**config.mk**
```make
export PLATFORM = sky130hd
export DESIGN_NAME = id_ex_stage_reg_flat
export DESIGN_NICKNAME = d
export VERILOG_FILES = /design/src/rtl/id_ex_stage_reg_if.sv /design/src/rtl/id_ex_stage_reg.sv /design/src/flat_wrapper.sv
export SDC_FILE = /design/constraint.sdc
export NUM_CORES = 1
export LEC_CHECK = 0
export CAP_MARGIN = 30
export CORE_UTILIZATION = 37
export DETAILED_ROUTE_END_ITERATION = 10
export GPL_TIMING_DRIVEN = 0
export PLACE_DENSITY = 0.85
export REMOVE_ABC_BUFFERS = 1
export SKIP_LAST_GASP = 1
export SYNTH_ARGS = -nofsm -noshare
export SYNTH_HDL_FRONTEND = slang
export SYNTH_SLANG_ARGS = --single-unit
```
**constraint.sdc**
```tcl
create_clock -name clk -period 1.9 [get_ports clk]
set_input_delay 0.285 -clock clk [delete_from_list [all_inputs] [get_ports clk]]
set_output_delay 0.285 -clock clk [all_outputs]
set_load 0.005 [all_outputs]
```
**src/rtl/id_ex_stage_reg_if.sv**
```systemverilog
// Decode-to-execute bundle for the ID/EX pipeline register: pipeline controls,
// decoded inputs, their registered copies and the debug counters.
interface id_ex_stage_reg_if #(
  parameter int WIDTH = 32,
  parameter int CNT_W = 16
);
  logic             freeze;
  logic             flush;
  logic             hazard;

  logic             WB_EN_in;
  logic             MEM_R_EN_in;
  logic             MEM_W_EN_in;
  logic             B_in;
  logic             S_in;
  logic             move_in;
  logic [3:0]       EXE_CMD_in;
  logic [WIDTH-1:0] PC_in;
  logic [WIDTH-1:0] Val_Rn_in;
  logic [WIDTH-1:0] Val_Rm_in;
  logic             imm_in;
  logic [11:0]      Shift_operand_in;
  logic [23:0]      Signed_imm_24_in;
  logic [3:0]       Dest_in;
  logic [3:0]       src1_in;
  logic [3:0]       src2_in;
  logic [3:0]       SR_in;

  logic             WB_EN_out;
  logic             MEM_R_EN_out;
  logic             MEM_W_EN_out;
  logic             B_out;
  logic             S_out;
  logic             move_out;
  logic [3:0]       EXE_CMD_out;
  logic [WIDTH-1:0] PC_out;
  logic [WIDTH-1:0] Val_Rn_out;
  logic [WIDTH-1:0] Val_Rm_out;
  logic             imm_out;
  logic [11:0]      Shift_operand_out;
  logic [23:0]      Signed_imm_24_out;
  logic [3:0]       Dest_out;
  logic [3:0]       src1_out;
  logic [3:0]       src2_out;
  logic [3:0]       SR_out;
  logic             valid_out;
  logic [CNT_W-1:0] issued_cnt;
  logic [CNT_W-1:0] bubble_cnt;

  modport master (
    output freeze, flush, hazard,
    output WB_EN_in, MEM_R_EN_in, MEM_W_EN_in, B_in, S_in, move_in, EXE_CMD_in,
    output PC_in, Val_Rn_in, Val_Rm_in, imm_in, Shift_operand_in, Signed_imm_24_in,
    output Dest_in, src1_in, src2_in, SR_in,
    input  WB_EN_out, MEM_R_EN_out, MEM_W_EN_out, B_out, S_out, move_out, EXE_CMD_out,
    input  PC_out, Val_Rn_out, Val_Rm_out, imm_out, Shift_operand_out, Signed_imm_24_out,
    input  Dest_out, src1_out, src2_out, SR_out, valid_out, issued_cnt, bubble_cnt
  );

  modport slave (
    input  freeze, flush, hazard,
    input  WB_EN_in, MEM_R_EN_in, MEM_W_EN_in, B_in, S_in, move_in, EXE_CMD_in,
    input  PC_in, Val_Rn_in, Val_Rm_in, imm_in, Shift_operand_in, Signed_imm_24_in,
    input  Dest_in, src1_in, src2_in, SR_in,
    output WB_EN_out, MEM_R_EN_out, MEM_W_EN_out, B_out, S_out, move_out, EXE_CMD_out,
    output PC_out, Val_Rn_out, Val_Rm_out, imm_out, Shift_operand_out, Signed_imm_24_out,
    output Dest_out, src1_out, src2_out, SR_out, valid_out, issued_cnt, bubble_cnt
  );
endinterface

```
**src/rtl/id_ex_stage_reg.sv**
```systemverilog
// ID/EX pipeline register with freeze, flush/hazard bubble insertion and
// saturating issue/bubble debug counters.
module id_ex_stage_reg #(
  parameter int WIDTH = 32,
  parameter int CNT_W = 16
) (
  input logic              clk,
  input logic              rst,
  id_ex_stage_reg_if.slave bus
);
  localparam logic [CNT_W-1:0] CNT_MAX = {CNT_W{1'b1}};
  localparam logic [CNT_W-1:0] CNT_ONE = {{(CNT_W-1){1'b0}}, 1'b1};

  logic             bubble_s;
  logic             mem_w_en_s;
  logic [CNT_W-1:0] issued_next_s;
  logic [CNT_W-1:0] bubble_next_s;

  logic             wb_en_r, mem_r_en_r, mem_w_en_r, b_r, s_r, move_r, valid_r;
  logic [3:0]       exe_cmd_r;
  logic [WIDTH-1:0] pc_r, val_rn_r, val_rm_r;
  logic             imm_r;
  logic [11:0]      shift_operand_r;
  logic [23:0]      signed_imm_24_r;
  logic [3:0]       dest_r, src1_r, src2_r, sr_r;
  logic [CNT_W-1:0] issued_cnt_r, bubble_cnt_r;

  // Bubble decision, read-wins memory arbitration and saturating counter next values.
  always_comb begin
    bubble_s      = bus.flush | bus.hazard;
    mem_w_en_s    = bus.MEM_W_EN_in & ~bus.MEM_R_EN_in;
    issued_next_s = issued_cnt_r;
    bubble_next_s = bubble_cnt_r;
    if (bubble_s) begin
      if (bubble_cnt_r != CNT_MAX) begin
        bubble_next_s = bubble_cnt_r + CNT_ONE;
      end else begin
        bubble_next_s = bubble_cnt_r;
      end
    end else begin
      if (issued_cnt_r != CNT_MAX) begin
        issued_next_s = issued_cnt_r + CNT_ONE;
      end else begin
        issued_next_s = issued_cnt_r;
      end
    end
  end

  // Pipeline state: reset beats freeze; a frozen edge leaves every register untouched.
  always_ff @(posedge clk) begin
    if (rst) begin
      wb_en_r         <= 1'b0;
      mem_r_en_r      <= 1'b0;
      mem_w_en_r      <= 1'b0;
      b_r             <= 1'b0;
      s_r             <= 1'b0;
      move_r          <= 1'b0;
      valid_r         <= 1'b0;
      exe_cmd_r       <= 4'b0000;
      pc_r            <= {WIDTH{1'b0}};
      val_rn_r        <= {WIDTH{1'b0}};
      val_rm_r        <= {WIDTH{1'b0}};
      imm_r           <= 1'b0;
      shift_operand_r <= 12'h000;
      signed_imm_24_r <= 24'h000000;
      dest_r          <= 4'h0;
      src1_r          <= 4'h0;
      src2_r          <= 4'h0;
      sr_r            <= 4'h0;
      issued_cnt_r    <= {CNT_W{1'b0}};
      bubble_cnt_r    <= {CNT_W{1'b0}};
    end else if (!bus.freeze) begin
      // Data fields load even for bubbles so waveforms stay readable.
      wb_en_r         <= bus.WB_EN_in    & ~bubble_s;
      mem_r_en_r      <= bus.MEM_R_EN_in & ~bubble_s;
      mem_w_en_r      <= mem_w_en_s      & ~bubble_s;
      b_r             <= bus.B_in        & ~bubble_s;
      s_r             <= bus.S_in        & ~bubble_s;
      move_r          <= bus.move_in     & ~bubble_s;
      valid_r         <= ~bubble_s;
      exe_cmd_r       <= bubble_s ? 4'b0000 : bus.EXE_CMD_in;
      pc_r            <= bus.PC_in;
      val_rn_r        <= bus.Val_Rn_in;
      val_rm_r        <= bus.Val_Rm_in;
      imm_r           <= bus.imm_in;
      shift_operand_r <= bus.Shift_operand_in;
      signed_imm_24_r <= bus.Signed_imm_24_in;
      dest_r          <= bus.Dest_in;
      src1_r          <= bus.src1_in;
      src2_r          <= bus.src2_in;
      sr_r            <= bus.SR_in;
      issued_cnt_r    <= issued_next_s;
      bubble_cnt_r    <= bubble_next_s;
    end
  end

  assign bus.WB_EN_out         = wb_en_r;
  assign bus.MEM_R_EN_out      = mem_r_en_r;
  assign bus.MEM_W_EN_out      = mem_w_en_r;
  assign bus.B_out             = b_r;
  assign bus.S_out             = s_r;
  assign bus.move_out          = move_r;
  assign bus.EXE_CMD_out       = exe_cmd_r;
  assign bus.PC_out            = pc_r;
  assign bus.Val_Rn_out        = val_rn_r;
  assign bus.Val_Rm_out        = val_rm_r;
  assign bus.imm_out           = imm_r;
  assign bus.Shift_operand_out = shift_operand_r;
  assign bus.Signed_imm_24_out = signed_imm_24_r;
  assign bus.Dest_out          = dest_r;
  assign bus.src1_out          = src1_r;
  assign bus.src2_out          = src2_r;
  assign bus.SR_out            = sr_r;
  assign bus.valid_out         = valid_r;
  assign bus.issued_cnt        = issued_cnt_r;
  assign bus.bubble_cnt        = bubble_cnt_r;
endmodule
```
**src/flat_wrapper.sv**
```systemverilog
// flat-port wrapper written by rule: the top's interface ports become plain ports
module id_ex_stage_reg_flat 
#(
  parameter int WIDTH = 32,
  parameter int CNT_W = 16
)
  (clk, rst, bus_freeze, bus_flush, bus_hazard, bus_WB_EN_in, bus_MEM_R_EN_in, bus_MEM_W_EN_in, bus_B_in, bus_S_in, bus_move_in, bus_EXE_CMD_in, bus_PC_in, bus_Val_Rn_in, bus_Val_Rm_in, bus_imm_in, bus_Shift_operand_in, bus_Signed_imm_24_in, bus_Dest_in, bus_src1_in, bus_src2_in, bus_SR_in, bus_WB_EN_out, bus_MEM_R_EN_out, bus_MEM_W_EN_out, bus_B_out, bus_S_out, bus_move_out, bus_EXE_CMD_out, bus_PC_out, bus_Val_Rn_out, bus_Val_Rm_out, bus_imm_out, bus_Shift_operand_out, bus_Signed_imm_24_out, bus_Dest_out, bus_src1_out, bus_src2_out, bus_SR_out, bus_valid_out, bus_issued_cnt, bus_bubble_cnt);
  id_ex_stage_reg_if #(.WIDTH(WIDTH), .CNT_W(CNT_W)) bus_i ();
  input logic clk;
  input logic rst;
  input wire logic [$bits(bus_i.freeze)-1:0] bus_freeze;
  input wire logic [$bits(bus_i.flush)-1:0] bus_flush;
  input wire logic [$bits(bus_i.hazard)-1:0] bus_hazard;
  input wire logic [$bits(bus_i.WB_EN_in)-1:0] bus_WB_EN_in;
  input wire logic [$bits(bus_i.MEM_R_EN_in)-1:0] bus_MEM_R_EN_in;
  input wire logic [$bits(bus_i.MEM_W_EN_in)-1:0] bus_MEM_W_EN_in;
  input wire logic [$bits(bus_i.B_in)-1:0] bus_B_in;
  input wire logic [$bits(bus_i.S_in)-1:0] bus_S_in;
  input wire logic [$bits(bus_i.move_in)-1:0] bus_move_in;
  input wire logic [$bits(bus_i.EXE_CMD_in)-1:0] bus_EXE_CMD_in;
  input wire logic [$bits(bus_i.PC_in)-1:0] bus_PC_in;
  input wire logic [$bits(bus_i.Val_Rn_in)-1:0] bus_Val_Rn_in;
  input wire logic [$bits(bus_i.Val_Rm_in)-1:0] bus_Val_Rm_in;
  input wire logic [$bits(bus_i.imm_in)-1:0] bus_imm_in;
  input wire logic [$bits(bus_i.Shift_operand_in)-1:0] bus_Shift_operand_in;
  input wire logic [$bits(bus_i.Signed_imm_24_in)-1:0] bus_Signed_imm_24_in;
  input wire logic [$bits(bus_i.Dest_in)-1:0] bus_Dest_in;
  input wire logic [$bits(bus_i.src1_in)-1:0] bus_src1_in;
  input wire logic [$bits(bus_i.src2_in)-1:0] bus_src2_in;
  input wire logic [$bits(bus_i.SR_in)-1:0] bus_SR_in;
  output wire logic [$bits(bus_i.WB_EN_out)-1:0] bus_WB_EN_out;
  output wire logic [$bits(bus_i.MEM_R_EN_out)-1:0] bus_MEM_R_EN_out;
  output wire logic [$bits(bus_i.MEM_W_EN_out)-1:0] bus_MEM_W_EN_out;
  output wire logic [$bits(bus_i.B_out)-1:0] bus_B_out;
  output wire logic [$bits(bus_i.S_out)-1:0] bus_S_out;
  output wire logic [$bits(bus_i.move_out)-1:0] bus_move_out;
  output wire logic [$bits(bus_i.EXE_CMD_out)-1:0] bus_EXE_CMD_out;
  output wire logic [$bits(bus_i.PC_out)-1:0] bus_PC_out;
  output wire logic [$bits(bus_i.Val_Rn_out)-1:0] bus_Val_Rn_out;
  output wire logic [$bits(bus_i.Val_Rm_out)-1:0] bus_Val_Rm_out;
  output wire logic [$bits(bus_i.imm_out)-1:0] bus_imm_out;
  output wire logic [$bits(bus_i.Shift_operand_out)-1:0] bus_Shift_operand_out;
  output wire logic [$bits(bus_i.Signed_imm_24_out)-1:0] bus_Signed_imm_24_out;
  output wire logic [$bits(bus_i.Dest_out)-1:0] bus_Dest_out;
  output wire logic [$bits(bus_i.src1_out)-1:0] bus_src1_out;
  output wire logic [$bits(bus_i.src2_out)-1:0] bus_src2_out;
  output wire logic [$bits(bus_i.SR_out)-1:0] bus_SR_out;
  output wire logic [$bits(bus_i.valid_out)-1:0] bus_valid_out;
  output wire logic [$bits(bus_i.issued_cnt)-1:0] bus_issued_cnt;
  output wire logic [$bits(bus_i.bubble_cnt)-1:0] bus_bubble_cnt;
  assign bus_i.freeze = bus_freeze;
  assign bus_i.flush = bus_flush;
  assign bus_i.hazard = bus_hazard;
  assign bus_i.WB_EN_in = bus_WB_EN_in;
  assign bus_i.MEM_R_EN_in = bus_MEM_R_EN_in;
  assign bus_i.MEM_W_EN_in = bus_MEM_W_EN_in;
  assign bus_i.B_in = bus_B_in;
  assign bus_i.S_in = bus_S_in;
  assign bus_i.move_in = bus_move_in;
  assign bus_i.EXE_CMD_in = bus_EXE_CMD_in;
  assign bus_i.PC_in = bus_PC_in;
  assign bus_i.Val_Rn_in = bus_Val_Rn_in;
  assign bus_i.Val_Rm_in = bus_Val_Rm_in;
  assign bus_i.imm_in = bus_imm_in;
  assign bus_i.Shift_operand_in = bus_Shift_operand_in;
  assign bus_i.Signed_imm_24_in = bus_Signed_imm_24_in;
  assign bus_i.Dest_in = bus_Dest_in;
  assign bus_i.src1_in = bus_src1_in;
  assign bus_i.src2_in = bus_src2_in;
  assign bus_i.SR_in = bus_SR_in;
  assign bus_WB_EN_out = bus_i.WB_EN_out;
  assign bus_MEM_R_EN_out = bus_i.MEM_R_EN_out;
  assign bus_MEM_W_EN_out = bus_i.MEM_W_EN_out;
  assign bus_B_out = bus_i.B_out;
  assign bus_S_out = bus_i.S_out;
  assign bus_move_out = bus_i.move_out;
  assign bus_EXE_CMD_out = bus_i.EXE_CMD_out;
  assign bus_PC_out = bus_i.PC_out;
  assign bus_Val_Rn_out = bus_i.Val_Rn_out;
  assign bus_Val_Rm_out = bus_i.Val_Rm_out;
  assign bus_imm_out = bus_i.imm_out;
  assign bus_Shift_operand_out = bus_i.Shift_operand_out;
  assign bus_Signed_imm_24_out = bus_i.Signed_imm_24_out;
  assign bus_Dest_out = bus_i.Dest_out;
  assign bus_src1_out = bus_i.src1_out;
  assign bus_src2_out = bus_i.src2_out;
  assign bus_SR_out = bus_i.SR_out;
  assign bus_valid_out = bus_i.valid_out;
  assign bus_issued_cnt = bus_i.issued_cnt;
  assign bus_bubble_cnt = bus_i.bubble_cnt;
  id_ex_stage_reg #(.WIDTH(WIDTH), .CNT_W(CNT_W)) u_core (.clk(clk), .rst(rst), .bus(bus_i));
endmodule
```
==> summary.txt <==
Timing
  • Rel. slew slack: between 40% and 50%
  • Final Setup Violations: 0
  • RSZ-0062 raised after global routing: true
  • Slew Viols, Final: 0
  • Final hold violation count: 0
  • Tmin final: 1.829 ns
  • Worst slew pin tran: roughly 0.85 ns
  • Max frequency: 546.6 MHz
  • Clk_skew: 0.009661 ns
  • Period utilization: between 90 and 100%

Power and ir drop
  • Power per Cell Area: 784.6 nW/µm²
  • Tot Pwr: 9.252 mW
  • Static leakage power: 4.724 nW
  • Maximum VDD drop: 610.9 µV

Critical path
  • Worst setup EP type: register
  • Critical Path RT: 2.25 ns
  • Crit path DAT: 2.18 ns
  • CP max FO: 6
  • Kind of critical path: register to register
  • Startpoint Class: register

Synth
  • Syn Area/Cell: around 10 µm²
  • Ys Warns: 0
  • FF+latch count, synth: 192
  • Post-synth EDFFs: 0
  • Mapped Cells: slightly above 700
  • Post-Synth Adder-Cell Area: 0.3466%
  • Library cells used by synthesis: 42
  • Post-synthesis simple-gate area fraction: 16.33%
  • Synth Flop Type: dfxtp_1
  • Asr flop ratio synth: 0%
  • Synth Area in XOR/XNOR: 0%
  • Synth Area in Compound Gates: 5.789%
  • Largest family of logic cells by synthesized area: multiplexers
  • Register area share after synthesis: 53.24%
  • Multiplexer share of the synthesized area: 21.44%
  • Area of the mapped netlist: 7219 µm²

CTS
  • H-tree levels: 4
  • Root buffer cell: clkbuf_16
  • CTS Buffer Depth: 2
  • Post-cts hold buffer count: 0
  • Reg clk slew, reported paths: ~0.070 ns
  • Worst skew pair latency: 0.43 ns
  • TritonCTS clock tree: yes
  • CTS sink cnt: 192
  • CTS buffer count: 17

Global routing
  • Largest net degree at the start of global routing: 110
  • GRT Overall Usage: around 20%
  • Initial antenna violation count: 1
  • GRT overflow: 0
  • First-pass GRT wire length: 31770 µm
  • Vias in the first global route: 6460

Detailed routing
  • Routed WL per cell: 15.67 µm
  • Vias per cell: 4.906
  • Final wirelength: ~21000 µm
  • Via Count: 6545
  • First-pass iteration count of the detailed router: 4
  • Starting DRT DRC Count: 261
  • ANT nets after route: 0
  • DR DRC count: 0

Floorplanning
  • Initial Util: roughly two fifths
  • Core ar.: 18890 µm²
  • Die width: 141.7 µm
  • DIE AREA: approximately 20000 µm²
  • Num rows: 50
  • I/O pin cnt: 356
  • Die H: 141.7 µm

Cells and area
  • Layout cells sized above 1: 7.083%
  • Multi-input logic area: 3264 µm²
  • Nets: around 1200
  • Area Overhead vs Synth: 63.35%
  • Most common cell after layout, fill and taps aside: clkdlybuf4s50_1
  • Most frequent cells in the layout: clkdlybuf4s50_1, dfxtp_1, nor2_1
  • Fill cells: 1524
  • Register Area: a little under 4000 µm²
  • Final instance area: 11790 µm²

Placement
  • DP Wirelength: ~14000 µm
  • Port bufs: 355
  • Area after DPL: 11000 µm²
  • GPL Wtd Cong: roughly 0.87

Hold path
  • Hold WC Path Type: input pin to register

Job
  • Maxcap violations: 0

Run status
  • Outcome: complete, no violations
==> per-layer routing <==
metal / GRT usage (%) / routed length, µm / up-vias / part of all wire, %
met5: 0 / 0 / - / 0
met4: 8.149 / 507 / 0 / 2.4
met3: 6.784 / 1555 / 41 / 7.4
met2: 36.56 / 10560 / 239 / 51
met1: 20.92 / 8283 / 3064 / 40
li1: - / - / 3201 / -
==> layout make-up <==
type | instances | area share [%]
sequential | 192 | 32.72
clock inverter | 13 | 1.316
timing repair buffer | 364 | 31.52
tap | 260 | 2.759
antenna | 1 | 0.02122
multi-input combinational | 478 | 27.68
inverter | 8 | 0.2546
clock buffer | 18 | 3.724
==> per-stage QoR <==
step                utilization (%)  TNS (ns)  instances  setup slack, ns  hold WS [ns]
global placement              57.81  -1302.59       1293           -9.573        0.4720
CTS                           61.84         0       1331         0.004603        0.3809
global route                  62.42  -0.02478       1334         -0.01666        0.4006
detailed placement            58.24    -19.02       1297           -1.067        0.4816
floorplan                         -   -0.2222        678          -0.1839        0.3541
finish                        62.42         0       1334          0.07062        0.3521
==> power breakdown <==
group / leakage (nW) / internal (mW) / switching, mW / total, mW
Clock: 0.280 / 2.00 / 1.65 / 3.65
Combinational: 2.86 / 0.832 / 0.447 / 1.28
Sequential: 1.58 / 4.22 / 0.101 / 4.32
Total: 4.72 / 7.05 / 2.20 / 9.25
==> synthesized netlist by cell type, drive strengths merged (3+ instances only) <==
master	instances	area, µm²
o21ai	9	45.04
inv	8	30.03
nand2	9	33.78
clkbuf	29	108.9
or2	3	18.77
mux2i	149	1491
nand3	10	50.05
buf	15	67.56
a22oi	9	67.56
mux2	5	56.30
a21oi	21	105.1
or4	11	86.33
nor4	10	62.56
nor3	10	50.05
or3	9	57.56
o31ai	10	75.07
nand4	8	50.05
nor2b	8	50.05
dfxtp	192	3844
and3	3	18.77
and4	3	26.28
nor2	169	634.4
==> logic make-up (layout without fill, tap and decap cells) <==
family | after synthesis | count (layout)
other | 0 | 1
AOI/OAI and AO/OA | 64 | 64
buffers and inverters | 52 | 403
DFF | 192 | 192
and+or+nand+nor | 258 | 258
muxes | 154 | 154
adders and majority gates | 2 | 2
==> critical path, stage by stage, from the launching register on <==
cell     delay [ns]
dfxtp_2        0.40
nand3_2        0.12
or4_4          0.57
or4_1          0.51
a21oi_1        0.15
==> sequential cells by signal (all words and copies together), names as in the netlist <==
name,cells
u_core.bus.src2_out,4
u_core.bus.PC_out,32
u_core.bus.SR_out,4
u_core.bus.move_out,1
u_core.bus.WB_EN_out,1
u_core.bus.src1_out,4
u_core.bus.MEM_W_EN_out,1
u_core.bus.Dest_out,4
u_core.bus.B_out,1
u_core.bus.EXE_CMD_out,4
u_core.bus.bubble_cnt,16
u_core.bus.Val_Rm_out,32
u_core.bus.Shift_operand_out,12
u_core.bus.MEM_R_EN_out,1
u_core.bus.imm_out,1
u_core.bus.Val_Rn_out,32
u_core.bus.Signed_imm_24_out,24
u_core.bus.valid_out,1
u_core.bus.S_out,1
u_core.bus.issued_cnt,16
==> timing repair <==
item / 4_1_cts / 5_1_grt
endpoints found under the setup margin: 17 / 25
gates cloned: 2 / 0
gates resized for setup: 7 / 24
pin swaps: 1 / 2
buffers inserted: 1 / 2
==> final timing paths <==
check / cells after the start / slack (ns) / endpoint / start
worst min-delay path: 3 / 0.35 / u_core.bus.Signed_imm_24_out[20] / bus_freeze
worst max register to register: 4 / 0.07 / u_core.bus.issued_cnt[11] / u_core.bus.issued_cnt[5]
worst max-delay path: 4 / 0.07 / u_core.bus.issued_cnt[11] / u_core.bus.issued_cnt[5]
worst min register to register: 2 / 0.49 / u_core.bus.Signed_imm_24_out[4] / u_core.bus.Signed_imm_24_out[4]
(Power assumes the default switching activity.)
